$ cat src/rtl/is_uart_hex_cmd_parser.sv
// UART hex command parser: turns "w<addr><data>CR" / "r<addr>CR" byte streams into
// register-access commands on a valid/ready handshake, with single-cycle error pulses.
module is_uart_hex_cmd_parser #(
   parameter int DATA_W      = 8,
   parameter int ADDR_NIB    = 2,
   parameter int DATA_NIB    = 4,
   parameter int TIMEOUT_CYC = 1_000_000
) (
   input  logic                  clk_i,
   input  logic                  rst_n_i,
   input  logic [DATA_W-1:0]     rx_data_i,
   input  logic                  rx_vld_i,
   output logic                  cmd_vld_o,
   input  logic                  cmd_rdy_i,
   output logic                  cmd_we_o,
   output logic [4*ADDR_NIB-1:0] cmd_addr_o,
   output logic [4*DATA_NIB-1:0] cmd_wdata_o,
   output logic                  err_o,
   output logic [1:0]            err_code_o,
   output logic                  busy_o
);

   localparam int AW     = 4*ADDR_NIB;
   localparam int DW     = 4*DATA_NIB;
   localparam int NC_MAX = (ADDR_NIB > DATA_NIB) ? ADDR_NIB : DATA_NIB;
   localparam int NC_W   = $clog2(NC_MAX + 1);
   localparam int TO_W   = (TIMEOUT_CYC > 1) ? $clog2(TIMEOUT_CYC) : 1;

   localparam logic [2:0] S_IDLE  = 3'd0;
   localparam logic [2:0] S_ADDR  = 3'd1;
   localparam logic [2:0] S_DATA  = 3'd2;
   localparam logic [2:0] S_TERM  = 3'd3;
   localparam logic [2:0] S_ISSUE = 3'd4;

   localparam logic [1:0] E_CHAR = 2'd0;
   localparam logic [1:0] E_LEN  = 2'd1;
   localparam logic [1:0] E_OVR  = 2'd2;
   localparam logic [1:0] E_TO   = 2'd3;

   logic [2:0]      state_q, state_d;
   logic [NC_W-1:0] nib_cnt_q, nib_cnt_d;
   logic [TO_W-1:0] to_cnt_q, to_cnt_d;
   logic            vld_q, vld_d;
   logic            we_q, we_d;
   logic [AW-1:0]   addr_q, addr_d;
   logic [DW-1:0]   wdata_q, wdata_d;
   logic            err_q, err_d;
   logic [1:0]      err_code_q, err_code_d;
   logic            busy_q, busy_d;

   logic       is_hex, is_cmd, is_wr, is_term, is_ws, in_cmd, timeout;
   logic [3:0] nib;

   always_comb begin
      is_hex = 1'b0;
      nib    = 4'h0;
      if (rx_data_i >= DATA_W'(8'h30) && rx_data_i <= DATA_W'(8'h39)) begin
         is_hex = 1'b1;
         nib    = 4'(rx_data_i - DATA_W'(8'h30));
      end else if (rx_data_i >= DATA_W'(8'h41) && rx_data_i <= DATA_W'(8'h46)) begin
         is_hex = 1'b1;
         nib    = 4'(rx_data_i - DATA_W'(8'h37));
      end else if (rx_data_i >= DATA_W'(8'h61) && rx_data_i <= DATA_W'(8'h66)) begin
         is_hex = 1'b1;
         nib    = 4'(rx_data_i - DATA_W'(8'h57));
      end
      is_wr   = (rx_data_i == DATA_W'(8'h77)) || (rx_data_i == DATA_W'(8'h57));
      is_cmd  = is_wr || (rx_data_i == DATA_W'(8'h72)) || (rx_data_i == DATA_W'(8'h52));
      is_term = (rx_data_i == DATA_W'(8'h0D)) || (rx_data_i == DATA_W'(8'h0A));
      is_ws   = (rx_data_i == DATA_W'(8'h20));
   end

   assign in_cmd  = (state_q == S_ADDR) || (state_q == S_DATA) || (state_q == S_TERM);
   assign timeout = in_cmd && !rx_vld_i && (to_cnt_q == TO_W'(TIMEOUT_CYC - 1));

   always_comb begin
      state_d    = state_q;
      nib_cnt_d  = nib_cnt_q;
      we_d       = we_q;
      addr_d     = addr_q;
      wdata_d    = wdata_q;
      err_d      = 1'b0;
      err_code_d = err_code_q;
      to_cnt_d   = (in_cmd && !rx_vld_i) ? to_cnt_q + 1'b1 : '0;

      if (timeout) begin
         err_d      = 1'b1;
         err_code_d = E_TO;
         state_d    = S_IDLE;
      end else begin
         case (state_q)
            S_IDLE: if (rx_vld_i) begin
               if (is_cmd) begin
                  we_d      = is_wr;
                  addr_d    = '0;
                  wdata_d   = '0;
                  nib_cnt_d = '0;
                  state_d   = S_ADDR;
               end else if (!is_term && !is_ws) begin
                  err_d      = 1'b1;
                  err_code_d = E_CHAR;
               end
            end
            S_ADDR, S_DATA: if (rx_vld_i) begin
               if (is_hex) begin
                  nib_cnt_d = nib_cnt_q + 1'b1;
                  if (state_q == S_ADDR) begin
                     addr_d = (addr_q << 4) | AW'(nib);
                     if (nib_cnt_q == NC_W'(ADDR_NIB - 1)) begin
                        nib_cnt_d = '0;
                        state_d   = we_q ? S_DATA : S_TERM;
                     end
                  end else begin
                     wdata_d = (wdata_q << 4) | DW'(nib);
                     if (nib_cnt_q == NC_W'(DATA_NIB - 1)) begin
                        nib_cnt_d = '0;
                        state_d   = S_TERM;
                     end
                  end
               end else begin
                  err_d      = 1'b1;
                  err_code_d = is_term ? E_LEN : E_CHAR;
                  state_d    = S_IDLE;
               end
            end
            S_TERM: if (rx_vld_i) begin
               if (is_term) begin
                  state_d = S_ISSUE;
               end else begin
                  err_d      = 1'b1;
                  err_code_d = is_hex ? E_LEN : E_CHAR;
                  state_d    = S_IDLE;
               end
            end
            S_ISSUE: begin
               if (vld_q && cmd_rdy_i) state_d = S_IDLE;
               // Stray bytes while a command waits are dropped; CR/LF/space are expected filler.
               if (rx_vld_i && !is_term && !is_ws) begin
                  err_d      = 1'b1;
                  err_code_d = E_OVR;
               end
            end
            default: state_d = S_IDLE;
         endcase
      end

      vld_d  = (state_d == S_ISSUE);
      busy_d = (state_d != S_IDLE);
   end

   always_ff @(posedge clk_i) begin
      if (!rst_n_i) begin
         state_q    <= S_IDLE;
         nib_cnt_q  <= '0;
         to_cnt_q   <= '0;
         vld_q      <= 1'b0;
         we_q       <= 1'b0;
         addr_q     <= '0;
         wdata_q    <= '0;
         err_q      <= 1'b0;
         err_code_q <= 2'd0;
         busy_q     <= 1'b0;
      end else begin
         state_q    <= state_d;
         nib_cnt_q  <= nib_cnt_d;
         to_cnt_q   <= to_cnt_d;
         vld_q      <= vld_d;
         we_q       <= we_d;
         addr_q     <= addr_d;
         wdata_q    <= wdata_d;
         err_q      <= err_d;
         err_code_q <= err_code_d;
         busy_q     <= busy_d;
      end
   end

   assign cmd_vld_o   = vld_q;
   assign cmd_we_o    = we_q;
   assign cmd_addr_o  = addr_q;
   assign cmd_wdata_o = wdata_q;
   assign err_o       = err_q;
   assign err_code_o  = err_code_q;
   assign busy_o      = busy_q;

endmodule

$ cat config.mk
export PLATFORM = sky130hd
export DESIGN_NAME = is_uart_hex_cmd_parser
export DESIGN_NICKNAME = d
export VERILOG_FILES = /design/src/rtl/is_uart_hex_cmd_parser.sv
export SDC_FILE = /design/constraint.sdc
export NUM_CORES = 1
export LEC_CHECK = 0
export CORE_MARGIN = 5
export CORE_UTILIZATION = 54
export DETAILED_ROUTE_END_ITERATION = 8
export PLACE_DENSITY_LB_ADDON = 0.05
export RECOVER_POWER = 100
export SLEW_MARGIN = 25
export SYNTH_ARGS = -nofsm -noshare
export SYNTH_HDL_FRONTEND = slang
export SYNTH_SLANG_ARGS = --single-unit
$ cat constraint.sdc
create_clock -name clk_i -period 2.8 [get_ports clk_i]
set_input_delay 0.56 -clock clk_i [delete_from_list [all_inputs] [get_ports clk_i]]
set_output_delay 0.56 -clock clk_i [all_outputs]
set_load 0.02 [all_outputs]
# [Word level (Yosys, flattened, before mapping)]
# Index checks and enable logic that the tools add are counted.
[word_totals] word_cells=143 in_bits=12 reg_bits=56 out_inout_bits=30
[op_classes] reduce_logical=29 addsub=5 eq_ne=29 magnitude_cmp=6 bitwise_logic=3 n_mux=61
[ops] cell="2-to-1 mux 16 bit" n=5
[ops] cell="2-to-1 mux 3 bit" n=18
[ops] cell="2-to-1 mux 8 bit" n=5
[ops] cell="equality test 8 x 7 -> 1 bit (second input constant)" n=4
[ops] cell="case mux 16 bit (2 select lines)" n=1
[ops] cell="!= test 3 bit (second input constant)" n=8
[ops] cell="adder 20 x 1 -> 20 bit (second input constant)" n=1
[ops] cell="equality test 20 bit (second input constant)" n=1
[ops] cell="2-to-1 mux 2 bit" n=9
[ops] cell="equality test 8 x 4 -> 1 bit (second input constant)" n=2
[ops] cell=">= comparator 8 x 7 -> 1 bit (second input constant)" n=2
[ops] cell="less-or-equal comparator 8 x 7 -> 1 bit (second input constant)" n=2
[ops] cell="OR 16 x 4 -> 16 bit" n=1
[ops] cell="case mux 8 bit (2 select lines)" n=1
[ops] cell="2-to-1 mux 1 bit" n=15
[ops] cell="AND reduction 7 bit" n=2
[ops] cell="2-to-1 mux 4 bit" n=3
[ops] cell="!= test 2 bit (second input constant)" n=6
[ops] cell="case mux 3 bit (4 select lines)" n=1
[ops] cell="equality test 3 x 2 -> 1 bit (second input constant)" n=3
[ops] cell="logical AND 1 bit" n=9
[ops] cell="AND reduction 9 bit" n=1
[ops] cell="equality test 8 x 6 -> 1 bit (second input constant)" n=1
[ops] cell=">= comparator 8 x 6 -> 1 bit (second input constant)" n=1
[ops] cell="21 further kinds" n=31

# [Depth between registers and ports, before layout]
# Gate-level depths: netlist (run 1).
[depth] depth_word=10 mapped_depth=8 ltp_nobuf=7

# [Worst setup path after synthesis (run 1)]
# Ideal clock, no wire load.
[synth_path] kind="input-to-reg" start="input port rx_data_i[1]" end="register busy_q, in the netlist busy_o" setup_time_ns=0.120 path_stages=6 required_ns=2.680 path_slack_ns=0.624 path_buffers=0 arrival_time_ns=2.056 path_cell_list="inv_1 > ha_1 > o311ai_0 > a21oi_1 > o2bb2ai_1 > a211o_1"
[synth_via] elab_chain_cells=10 word_cells_on_any_way=31 cone_classes="order compare (6); eq/ne (6); mux (11); reduce/logical (8)"
[synth_rtl] item="start, declared" line="11" text="input logic [DATA_W-1:0] rx_data_i,"
[synth_rtl] item=">= comparator 8 x 7 -> 1 bit / less-or-equal comparator 8 x 7 -> 1 bit (equally long branches)" line="63" text="end else if (rx_data_i >= DATA_W'(8'h61) && rx_data_i <= DATA_W'(8'h66)) begin"
[synth_rtl] item="logical AND 1 bit" line="63"
[synth_rtl] item="2-to-1 mux 1 bit" line="63"
[synth_rtl] item="2-to-1 mux 1 bit" line="60" text="end else if (rx_data_i >= DATA_W'(8'h41) && rx_data_i <= DATA_W'(8'h46)) begin"
[synth_rtl] item="2-to-1 mux 1 bit" line="57" text="if (rx_data_i >= DATA_W'(8'h30) && rx_data_i <= DATA_W'(8'h39)) begin"
[synth_rtl] item="2-to-1 mux 3 bit" line="105" text="if (is_hex) begin"
[synth_rtl] item="2-to-1 mux 3 bit" line="104" text="S_ADDR, S_DATA: if (rx_vld_i) begin"
[synth_rtl] item="case mux 3 bit (4 select lines) (*)" line="91" text="case (state_q)"
[synth_rtl] item="2-to-1 mux 3 bit (*)" line="86" text="if (timeout) begin"
[synth_rtl] item="nonzero test 3 bit (*)" line="148" text="busy_d = (state_d != S_IDLE);"
[synth_rtl] item="end signal, assigned" line="173" text="busy_q <= busy_d;"
[synth_rtl] item="end, declared" line="49" text="logic busy_q, busy_d;"
# Mark *: on every way between the ends. The rest lies on a longest branch, timed or not.
# A chain may end at the register's enable or synchronous reset.

# [Final worst setup path (run 1)]
[layout_path] start="input port rx_data_i[1]" end="register addr_q[0], in the netlist cmd_addr_o[0]"
[layout_via] elab_chain_cells=10 word_cells_on_any_way=30 cone_classes="order compare (6); eq/ne (6); mux (10); bitwise (1); reduce/logical (7)"
[layout_rtl] item=">= comparator 8 x 7 -> 1 bit / less-or-equal comparator 8 x 7 -> 1 bit (equally long branches)" line="63"
[layout_rtl] item="logical AND 1 bit" line="63"
[layout_rtl] item="2-to-1 mux 4 bit" line="63"
[layout_rtl] item="2-to-1 mux 4 bit" line="60"
[layout_rtl] item="2-to-1 mux 4 bit" line="57"
[layout_rtl] item="OR 8 x 4 -> 8 bit" line="108" text="addr_d = (addr_q << 4) | AW'(nib);"
[layout_rtl] item="2-to-1 mux 8 bit" line="107" text="if (state_q == S_ADDR) begin"
[layout_rtl] item="2-to-1 mux 8 bit" line="105"
[layout_rtl] item="2-to-1 mux 8 bit" line="104"
[layout_rtl] item="case mux 8 bit (2 select lines)" line="91"
[layout_rtl] item="end signal, assigned" line="169" text="addr_q <= addr_d;"
[layout_rtl] item="end, declared" line="45" text="logic [AW-1:0] addr_q, addr_d;"
# Several ways; a longest one is shown, not always the timed one. The select of a mux whose other input is x is not followed.

==> flow_results.xml, run 1 <==
<?xml version="1.0" encoding="UTF-8"?>
<metrics>
  <group name="flow_run">
    <metric name="max_cap_viol_count" unit="">0</metric>
  </group>
  <group name="worst_setup_path">
    <metric name="worstPathMaxFanout" unit="">8</metric>
    <metric name="crit_path_end_kind" unit="">flop</metric>
    <metric name="cp.required" unit="ns">3.04</metric>
    <metric name="worst-r2r-cell-count" unit="">5</metric>
    <metric name="crit-reg2reg-capture" unit="">cmd_wdata_o[3]$_SDFFE_PN0P_</metric>
    <metric name="type_of_the_worst_setup_path" unit="">input port to flop</metric>
    <metric name="cpPeakStageDelay" unit="ns">0.61</metric>
    <metric name="critical-path-slowest-cell" unit="">sky130_fd_sc_hd__dlygate4sd3_1</metric>
    <metric name="family_with_the_most_delay_on_the_worst_path" unit="">buffers and inverters</metric>
    <metric name="timing.rr.start" unit="">state_q[1]$_SDFF_PN0_</metric>
    <metric name="crit_arrival" unit="ns">2.78</metric>
    <metric name="minimum_setup_slack_among_reg_to_reg_paths" unit="ns">0.77</metric>
    <metric name="worst-path-buf-inv" unit="">3</metric>
    <metric name="worstPathCellList" unit="">dlygate4sd3_1 -&gt; inv_1 -&gt; ha_1 -&gt; o21bai_1 -&gt; a21oi_2 -&gt; nor3_1 -&gt; a2111oi_4 -&gt; buf_12 -&gt; mux2i_1</metric>
    <metric name="start_kind" unit="">input port</metric>
  </group>
  <group name="timing">
    <metric name="finalWorstSetupSlack" unit="ns">0.264</metric>
    <metric name="min_period" unit="ns">2.54</metric>
    <metric name="hold_viol" unit="">0</metric>
    <metric name="totalNegativeSetupSlack" unit="ns">0</metric>
    <metric name="worst_pin_slew" unit="ns">0.636</metric>
    <metric name="fmax" unit="MHz">394</metric>
    <metric name="final_max_slew_viols" unit="">0</metric>
    <metric name="final_min_period_over_clock_period" unit="">0.906</metric>
    <metric name="rsz_0062_raised_after_global_routing" unit="">no</metric>
    <metric name="finalHoldWorstSlack" unit="ns">0.447</metric>
    <metric name="relSlewSlack" unit="">0.575</metric>
    <metric name="timing.clock.skew" unit="ns">0.0129</metric>
    <metric name="finalSetupViolations" unit="">0</metric>
  </group>
  <group name="yosys">
    <metric name="postSynth.topFlopCell" unit="">sky130_fd_sc_hd__dfxtp_1</metric>
    <metric name="synth.distinct_cells" unit="">51</metric>
    <metric name="flip_flop_and_latch_count_after_synthesis" unit="">56</metric>
    <metric name="syn_nets" unit="">360</metric>
    <metric name="synth.yosys.warnings" unit="">0</metric>
    <metric name="share_of_flip_flops_with_an_asynchronous_set_or_reset" unit="">0</metric>
    <metric name="netlist_top_cells_area" unit="">sky130_fd_sc_hd__dfxtp_1 (39%), sky130_fd_sc_hd__a21oi_1 (5.3%), sky130_fd_sc_hd__nand4_1 (5.3%), sky130_fd_sc_hd__mux2i_1 (4.6%), sky130_fd_sc_hd__o21ai_0 (4.0%)</metric>
    <metric name="synth_enable_flop_cells" unit="">0</metric>
    <metric name="synthesized_area_per_cell" unit="um^2">8.43</metric>
    <metric name="yosys.area.top_type_share" unit="">0.392</metric>
    <metric name="yosysSeqAreaShare" unit="">0.392</metric>
    <metric name="syn-instance-count" unit="">339</metric>
    <metric name="synth.largest_area_cell" unit="">sky130_fd_sc_hd__dfxtp_1</metric>
    <metric name="netlist_area" unit="mm^2">0.00286</metric>
  </group>
  <group name="clock_network">
    <metric name="post_cts_buffers" unit="">0</metric>
    <metric name="cts.repair.resized" unit="">0</metric>
    <metric name="clock-root-buffer" unit="">sky130_fd_sc_hd__clkbuf_8</metric>
    <metric name="clkTransAtPathRegs" unit="ns">0.10</metric>
    <metric name="number_of_buffers_on_the_longest_clock_path" unit="">2</metric>
    <metric name="cts.sink_count" unit="">56</metric>
    <metric name="tritoncts" unit="">done</metric>
    <metric name="cts_hold_repair.buffers" unit="">0</metric>
    <metric name="cts-htree-levels" unit="">2</metric>
    <metric name="clkLatencyLatePin" unit="ns">0.31</metric>
    <metric name="cts_inserted_buffers" unit="">5</metric>
  </group>
  <group name="die">
    <metric name="boundaryPins" unit="">42</metric>
    <metric name="design.die.area" unit="mm^2">0.00685</metric>
    <metric name="start_util" unit="">0.556</metric>
    <metric name="core_area" unit="mm^2">0.00514</metric>
    <metric name="floorplan.die.width" unit="um">82.7</metric>
    <metric name="die_h" unit="um">82.7</metric>
    <metric name="core.rowCount" unit="">26</metric>
  </group>
  <group name="pwr">
    <metric name="sw_frac_of_total" unit="">0.239</metric>
    <metric name="p_int" unit="mW">1.01</metric>
    <metric name="pwr_density_cell" unit="mW/mm^2">385</metric>
    <metric name="power.share.sequential" unit="">0.599</metric>
    <metric name="leakagePower" unit="nW">1.25</metric>
    <metric name="design_power_total" unit="mW">1.33</metric>
    <metric name="clock_network_fraction_of_total_power" unit="">0.335</metric>
    <metric name="comb_power_share" unit="">0.066</metric>
    <metric name="switching_power" unit="uW">318</metric>
    <metric name="power.ir.vdd_worst" unit="mV">0.192</metric>
  </group>
  <group name="finish">
    <metric name="drive_above_1_share" unit="">0.0816</metric>
    <metric name="nets" unit="">400</metric>
    <metric name="antenna_cells" unit="">0</metric>
    <metric name="mostFrequentLayoutCell" unit="">sky130_fd_sc_hd__dfxtp_1</metric>
    <metric name="layout.cells.most_common_list" unit="">sky130_fd_sc_hd__dfxtp_1 (56), sky130_fd_sc_hd__dlygate4sd3_1 (32), sky130_fd_sc_hd__a21oi_1 (30)</metric>
    <metric name="layout-area-overhead-vs-synth" unit="%">21.0</metric>
    <metric name="finish.instance_area" unit="mm^2">0.00346</metric>
  </group>
  <group name="routing">
    <metric name="drt-total-wl" unit="mm">6.83</metric>
    <metric name="route.antenna.remaining_nets" unit="">0</metric>
    <metric name="dr_total_vias" unit="">2621</metric>
    <metric name="detail_route.wl_per_cell" unit="um">15.2</metric>
    <metric name="first_iter_violations" unit="">120</metric>
    <metric name="drtPass1Iterations" unit="">4</metric>
    <metric name="vias_per_std_cell" unit="">5.82</metric>
    <metric name="drcViolationCount" unit="">0</metric>
  </group>
  <group name="grt">
    <metric name="grt_residual_overflow" unit="">0</metric>
    <metric name="grt_start_max_net_pins" unit="">25</metric>
    <metric name="via_count_of_the_first_global_routing_pass" unit="">2495</metric>
    <metric name="grt_antenna_before_repair" unit="">0</metric>
    <metric name="global_route_total_usage_across_every_layer" unit="">0.214</metric>
    <metric name="grt_pass1_wl" unit="mm">11.4</metric>
  </group>
  <group name="place">
    <metric name="post-dp-hpwl" unit="mm">5.08</metric>
    <metric name="dpl_cell_area" unit="mm^2">0.00338</metric>
    <metric name="port_bufs" unit="">41</metric>
    <metric name="gp_congestion" unit="">0.916</metric>
    <metric name="place_ws" unit="ns">0.0542</metric>
  </group>
  <group name="status">
    <metric name="outcome" unit="">completed</metric>
  </group>
  <group name="worst_hold_path">
    <metric name="worst_hold_path.endpoint" unit="">to_cnt_q[0]$_SDFF_PN0_</metric>
    <metric name="worstHoldPathType" unit="">flop to flop</metric>
    <metric name="min_delay_path_depth" unit="">1</metric>
    <metric name="min_from" unit="">to_cnt_q[0]$_SDFF_PN0_</metric>
  </group>
</metrics>
-- layout make-up --
cell class | count | area, um^2
Timing Repair Buffer | 53 | 509
Sequential cell | 56 | 1120
Clock inverter | 2 | 16.3
Fill cell | 474 | 1680
Multi-Input combinational cell | 249 | 1600
Clock buffer | 6 | 72.6
Inverter | 14 | 52.6
Tap cell | 70 | 87.6
-- worst reg2reg max path: stages, from the launching register on --
cell and delay, ns:
sky130_fd_sc_hd__dfxtp_1 0.62, sky130_fd_sc_hd__nor3b_1 0.30, sky130_fd_sc_hd__or2_2 0.32, sky130_fd_sc_hd__o21ai_0 0.20, sky130_fd_sc_hd__or3_1 0.40, sky130_fd_sc_hd__mux2i_1 0.14
-- per-stage QoR --
stage                     utilization  std cells
after floorplan                     -        339
after global placement          0.657        442
after detailed placement        0.657        442
after CTS                       0.675        450
after global routing            0.673        450
final                           0.673        450
-- cell usage after synthesis (4+ instances only) --
cell type                  instances
sky130_fd_sc_hd__nor4_1            4
sky130_fd_sc_hd__buf_2             4
sky130_fd_sc_hd__nand3_1          16
sky130_fd_sc_hd__ha_1              9
sky130_fd_sc_hd__inv_1            14
sky130_fd_sc_hd__a21oi_1          30
sky130_fd_sc_hd__or3_1             8
sky130_fd_sc_hd__mux2i_1          13
sky130_fd_sc_hd__clkbuf_1         15
sky130_fd_sc_hd__xnor2_1           7
sky130_fd_sc_hd__nor2_1           25
sky130_fd_sc_hd__and2_1            4
sky130_fd_sc_hd__and3_1            4
sky130_fd_sc_hd__dfxtp_1          56
sky130_fd_sc_hd__nand2_1          24
sky130_fd_sc_hd__o21ai_0          23
sky130_fd_sc_hd__nor3_1            8
sky130_fd_sc_hd__or2_2             4
sky130_fd_sc_hd__nand4_1          24
sky130_fd_sc_hd__xor2_1            7
-- sequential cells by signal, summed over array words and instances (netlist names) --
register     count
to_cnt_q        20
cmd_wdata_o     16
cmd_addr_o       8
nib_cnt_q        3
state_q          3
err_code_o       2
busy_o           1
cmd_vld_o        1
cmd_we_o         1
err_o            1
-- how the worst max path moves through the flow --
| stage | from | endpoint | slack (ns) | depth (start not counted) |
|---|---|---|---|---|
| floorplan | rx_data_i[1] | busy_o$_SDFF_PN0_ | 0.62 | 6 |
| global placement | rx_data_i[1] | cmd_addr_o[5]$_SDFFE_PN0P_ | 0.12 | 9 |
| detailed placement | rx_data_i[0] | cmd_wdata_o[4]$_SDFFE_PN0P_ | 0.05 | 9 |
| CTS | rx_data_i[0] | cmd_addr_o[6]$_SDFFE_PN0P_ | 0.38 | 9 |
| global route | rx_data_i[1] | cmd_addr_o[3]$_SDFFE_PN0P_ | 0.12 | 9 |
| finish | rx_data_i[1] | cmd_addr_o[0]$_SDFFE_PN0P_ | 0.26 | 9 |
-- logic make-up (layout without fill, tap and decap cells) --
kind of cell | Yosys count | in the layout | share of synthesized area
fa+ha+maj | 9 | 9 | 0.0394
compound gates | 76 | 76 | 0.166
flops | 56 | 56 | 0.392
simple gates | 134 | 134 | 0.256
buf+inv | 34 | 75 | 0.0464
mux | 16 | 16 | 0.0574
xor+xnor | 14 | 14 | 0.0429
-- power groups by stage --
stage	Clock, mW	Sequential, mW	Combinational (mW)
3_3_place_gp	0	0.817	0.0864
5_1_grt	0.491	0.799	0.0947
2_1_floorplan	0	0.819	0.0458
4_1_cts	0.457	0.799	0.0883
3_5_place_dp	0	0.817	0.0878
6_report	0.446	0.799	0.0874
-- metal layers --
layer | up-vias | track usage | part of all wire
met2 | 74 | 0.362 | 0.48
met3 | 8 | 0.0412 | 0.053
met5 | - | 0 | 0
li1 | 1305 | - | -
met1 | 1234 | 0.277 | 0.45
met4 | 0 | 0.0621 | 0.011
No activity file was read; power rests on OpenSTA's default activity.
==> run 2, diff against run 1 <==
GPL_TIMING_DRIVEN = 0   (was not set)
==> run 2 against run 1 <==
Critical path depth shrank 1. Critical path type unchanged. Clock power down 3%. Die area unchanged. Clock-buffer cell count is the same. Cell count up 1.1%. Routed wire length down 1.0%. Sequential cell count stayed put. Global-route usage is 0.54 points lower. First-iteration DRC count increased by 18%. Cell area shrank 1.4%. Highest routed layer unchanged. Clock skew shrank 0.0031 ns.
==> flow_results.xml, run 2 (synthesis results as in run 1) <==
<?xml version="1.0" encoding="UTF-8"?>
<metrics>
  <group name="place">
    <metric name="dpl_cell_area" unit="mm^2">0.00333</metric>
    <metric name="post-dp-hpwl" unit="mm">5.13</metric>
    <metric name="gp_congestion" unit="">0.869</metric>
    <metric name="port_bufs" unit="">38</metric>
  </group>
  <group name="die">
    <metric name="design.die.area" unit="mm^2">0.00685</metric>
    <metric name="core_area" unit="mm^2">0.00514</metric>
    <metric name="die_h" unit="um">82.7</metric>
    <metric name="boundaryPins" unit="">42</metric>
    <metric name="core.rowCount" unit="">26</metric>
    <metric name="floorplan.die.width" unit="um">82.7</metric>
    <metric name="start_util" unit="">0.556</metric>
  </group>
  <group name="finish">
    <metric name="layout-area-overhead-vs-synth" unit="%">19.3</metric>
    <metric name="number_of_flip_flops_in_the_largest_register" unit="">20</metric>
    <metric name="mostFrequentLayoutCell" unit="">sky130_fd_sc_hd__dfxtp_1</metric>
    <metric name="nets" unit="">405</metric>
    <metric name="drive_above_1_share" unit="">0.0623</metric>
    <metric name="max_flop_register" unit="">to_cnt_q</metric>
    <metric name="finish.instance_area" unit="mm^2">0.00341</metric>
    <metric name="layout.cells.most_common_list" unit="">sky130_fd_sc_hd__dfxtp_1 (56), sky130_fd_sc_hd__a21oi_1 (30), sky130_fd_sc_hd__dlygate4sd3_1 (30)</metric>
    <metric name="antenna_cells" unit="">0</metric>
    <metric name="finish.utilization" unit="">0.663</metric>
  </group>
  <group name="clock_network">
    <metric name="tritoncts" unit="">done</metric>
    <metric name="cts-htree-levels" unit="">2</metric>
    <metric name="cts.sink_count" unit="">56</metric>
    <metric name="cts_inserted_buffers" unit="">5</metric>
    <metric name="number_of_buffers_on_the_longest_clock_path" unit="">2</metric>
    <metric name="post_cts_buffers" unit="">0</metric>
    <metric name="clkTransAtPathRegs" unit="ns">0.10</metric>
    <metric name="clock-root-buffer" unit="">sky130_fd_sc_hd__clkbuf_8</metric>
    <metric name="clkLatencyLatePin" unit="ns">0.31</metric>
    <metric name="cts_hold_repair.buffers" unit="">0</metric>
  </group>
  <group name="timing">
    <metric name="rsz_0062_raised_after_global_routing" unit="">no</metric>
    <metric name="fmax" unit="MHz">368</metric>
    <metric name="relSlewSlack" unit="">0.461</metric>
    <metric name="finalSetupViolations" unit="">0</metric>
    <metric name="worst_pin_slew" unit="ns">0.808</metric>
    <metric name="timing.clock.skew" unit="ns">0.00984</metric>
    <metric name="min_period" unit="ns">2.72</metric>
    <metric name="finalHoldWorstSlack" unit="ns">0.453</metric>
    <metric name="final_max_slew_viols" unit="">0</metric>
    <metric name="final_min_period_over_clock_period" unit="">0.971</metric>
    <metric name="hold_viol" unit="">0</metric>
    <metric name="totalNegativeSetupSlack" unit="ns">0</metric>
  </group>
  <group name="pwr">
    <metric name="comb_power_share" unit="">0.062</metric>
    <metric name="clock_network_fraction_of_total_power" unit="">0.329</metric>
    <metric name="switching_power" unit="uW">304</metric>
    <metric name="leakagePower" unit="nW">1.21</metric>
    <metric name="power.ir.vdd_worst" unit="mV">0.270</metric>
    <metric name="sw_frac_of_total" unit="">0.232</metric>
    <metric name="power.share.sequential" unit="">0.608</metric>
    <metric name="pwr_density_cell" unit="mW/mm^2">385</metric>
    <metric name="p_int" unit="mW">1.01</metric>
  </group>
  <group name="worst_setup_path">
    <metric name="start_kind" unit="">input port</metric>
    <metric name="worstPathCellList" unit="">clkdlybuf4s50_1 -&gt; inv_1 -&gt; ha_1 -&gt; inv_1 -&gt; o311ai_1 -&gt; a21oi_1 -&gt; o2bb2ai_1 -&gt; a211o_1</metric>
    <metric name="minimum_setup_slack_among_reg_to_reg_paths" unit="ns">0.40</metric>
    <metric name="crit_path_frequent_cell" unit="">sky130_fd_sc_hd__inv_1</metric>
    <metric name="crit-reg2reg-capture" unit="">busy_o$_SDFF_PN0_</metric>
    <metric name="critical-path-slowest-cell" unit="">sky130_fd_sc_hd__o311ai_1</metric>
    <metric name="worstPathMaxFanout" unit="">6</metric>
    <metric name="type_of_the_worst_setup_path" unit="">input port to flop</metric>
    <metric name="cpPeakStageDelay" unit="ns">0.55</metric>
    <metric name="cp.required" unit="ns">2.99</metric>
    <metric name="timing.rr.start" unit="">state_q[1]$_SDFF_PN0_</metric>
    <metric name="crit_arrival" unit="ns">2.91</metric>
    <metric name="crit_path_end_kind" unit="">flop</metric>
    <metric name="worst-r2r-cell-count" unit="">7</metric>
  </group>
  <group name="grt">
    <metric name="grt_residual_overflow" unit="">0</metric>
    <metric name="grt_start_max_net_pins" unit="">18</metric>
    <metric name="grt_antenna_before_repair" unit="">0</metric>
    <metric name="global_route_total_usage_across_every_layer" unit="">0.209</metric>
    <metric name="grt_pass1_wl" unit="mm">11.2</metric>
    <metric name="via_count_of_the_first_global_routing_pass" unit="">2472</metric>
  </group>
  <group name="worst_hold_path">
    <metric name="min_delay_path_depth" unit="">1</metric>
    <metric name="min_from" unit="">to_cnt_q[0]$_SDFF_PN0_</metric>
    <metric name="worst_hold_path.endpoint" unit="">to_cnt_q[0]$_SDFF_PN0_</metric>
    <metric name="worstHoldPathType" unit="">flop to flop</metric>
  </group>
  <group name="routing">
    <metric name="vias_per_std_cell" unit="">5.96</metric>
    <metric name="drcViolationCount" unit="">0</metric>
    <metric name="drt-total-wl" unit="mm">6.76</metric>
    <metric name="route.antenna.remaining_nets" unit="">0</metric>
    <metric name="first_iter_violations" unit="">141</metric>
    <metric name="drtPass1Iterations" unit="">5</metric>
    <metric name="detail_route.wl_per_cell" unit="um">14.9</metric>
    <metric name="dr_total_vias" unit="">2711</metric>
  </group>
  <group name="flow_run">
    <metric name="max_cap_viol_count" unit="">0</metric>
  </group>
  <group name="status">
    <metric name="outcome" unit="">completed</metric>
  </group>
</metrics>
run 2: power by group through the flow:
stage	Combinational (mW)	Sequential (mW)	Clock, mW
finish	0.0820	0.799	0.432
detailed placement	0.0813	0.817	0
global placement	0.0806	0.817	0
global route	0.0892	0.799	0.486
floorplan	0.0458	0.819	0
CTS	0.0820	0.799	0.445
run 2: worst max-delay path: cells and delay by family:
| kind | cells | cell delay [ns] |
|---|---|---|
| adders and majority gates | 1 | 0.22 |
| buffers and inverters | 3 | 0.70 |
| AOI/OAI and AO/OA | 4 | 1.43 |
run 2: layout make-up:
cell class                      instances  area (um^2)
Clock inverter                          2         16.3
Buffer                                 20         80.1
Clock buffer                            6         72.6
Sequential cell                        56         1120
Inverter                               14         52.6
Timing Repair Buffer                   38          380
Fill cell                             461         1730
Multi-Input combinational cell        249         1600
Tap cell                               70         87.6
run 2: stage by stage:
step | setup slack, ns | instances | power (mW)
after global placement | -0.440 | 447 | 0.898
after global routing | 0.0298 | 455 | 1.37
after detailed placement | -0.443 | 447 | 0.899
after CTS | 0.117 | 455 | 1.33
final | 0.0823 | 455 | 1.31
after floorplan | 0.624 | 339 | 0.865
run 2: repair_timing:
action | 4_1_cts | 5_1_grt
resized for setup | 2 | 2
pin swaps | 0 | 1
setup endpoints to repair | 3 | 7
run 2: per-layer routing:
layer | wire (um) | share of wire | GRT usage | vias to the layer above
met5 | 0 | 0 | 0 | -
met4 | 114 | 0.017 | 0.0686 | 0
met3 | 439 | 0.065 | 0.0456 | 14
met2 | 3160 | 0.47 | 0.352 | 100
met1 | 3040 | 0.45 | 0.264 | 1275
li1 | - | - | - | 1322
run 2: worst max-delay path by stage:
stage,from,end,cells past startpoint
final,rx_data_i[0],busy_o$_SDFF_PN0_,8
after floorplan,rx_data_i[1],busy_o$_SDFF_PN0_,6
after global placement,rx_data_i[1],busy_o$_SDFF_PN0_,7
after CTS,rx_data_i[0],cmd_addr_o[5]$_SDFFE_PN0P_,8
after detailed placement,rx_data_i[1],busy_o$_SDFF_PN0_,7
after global routing,rx_data_i[3],cmd_addr_o[5]$_SDFFE_PN0P_,6
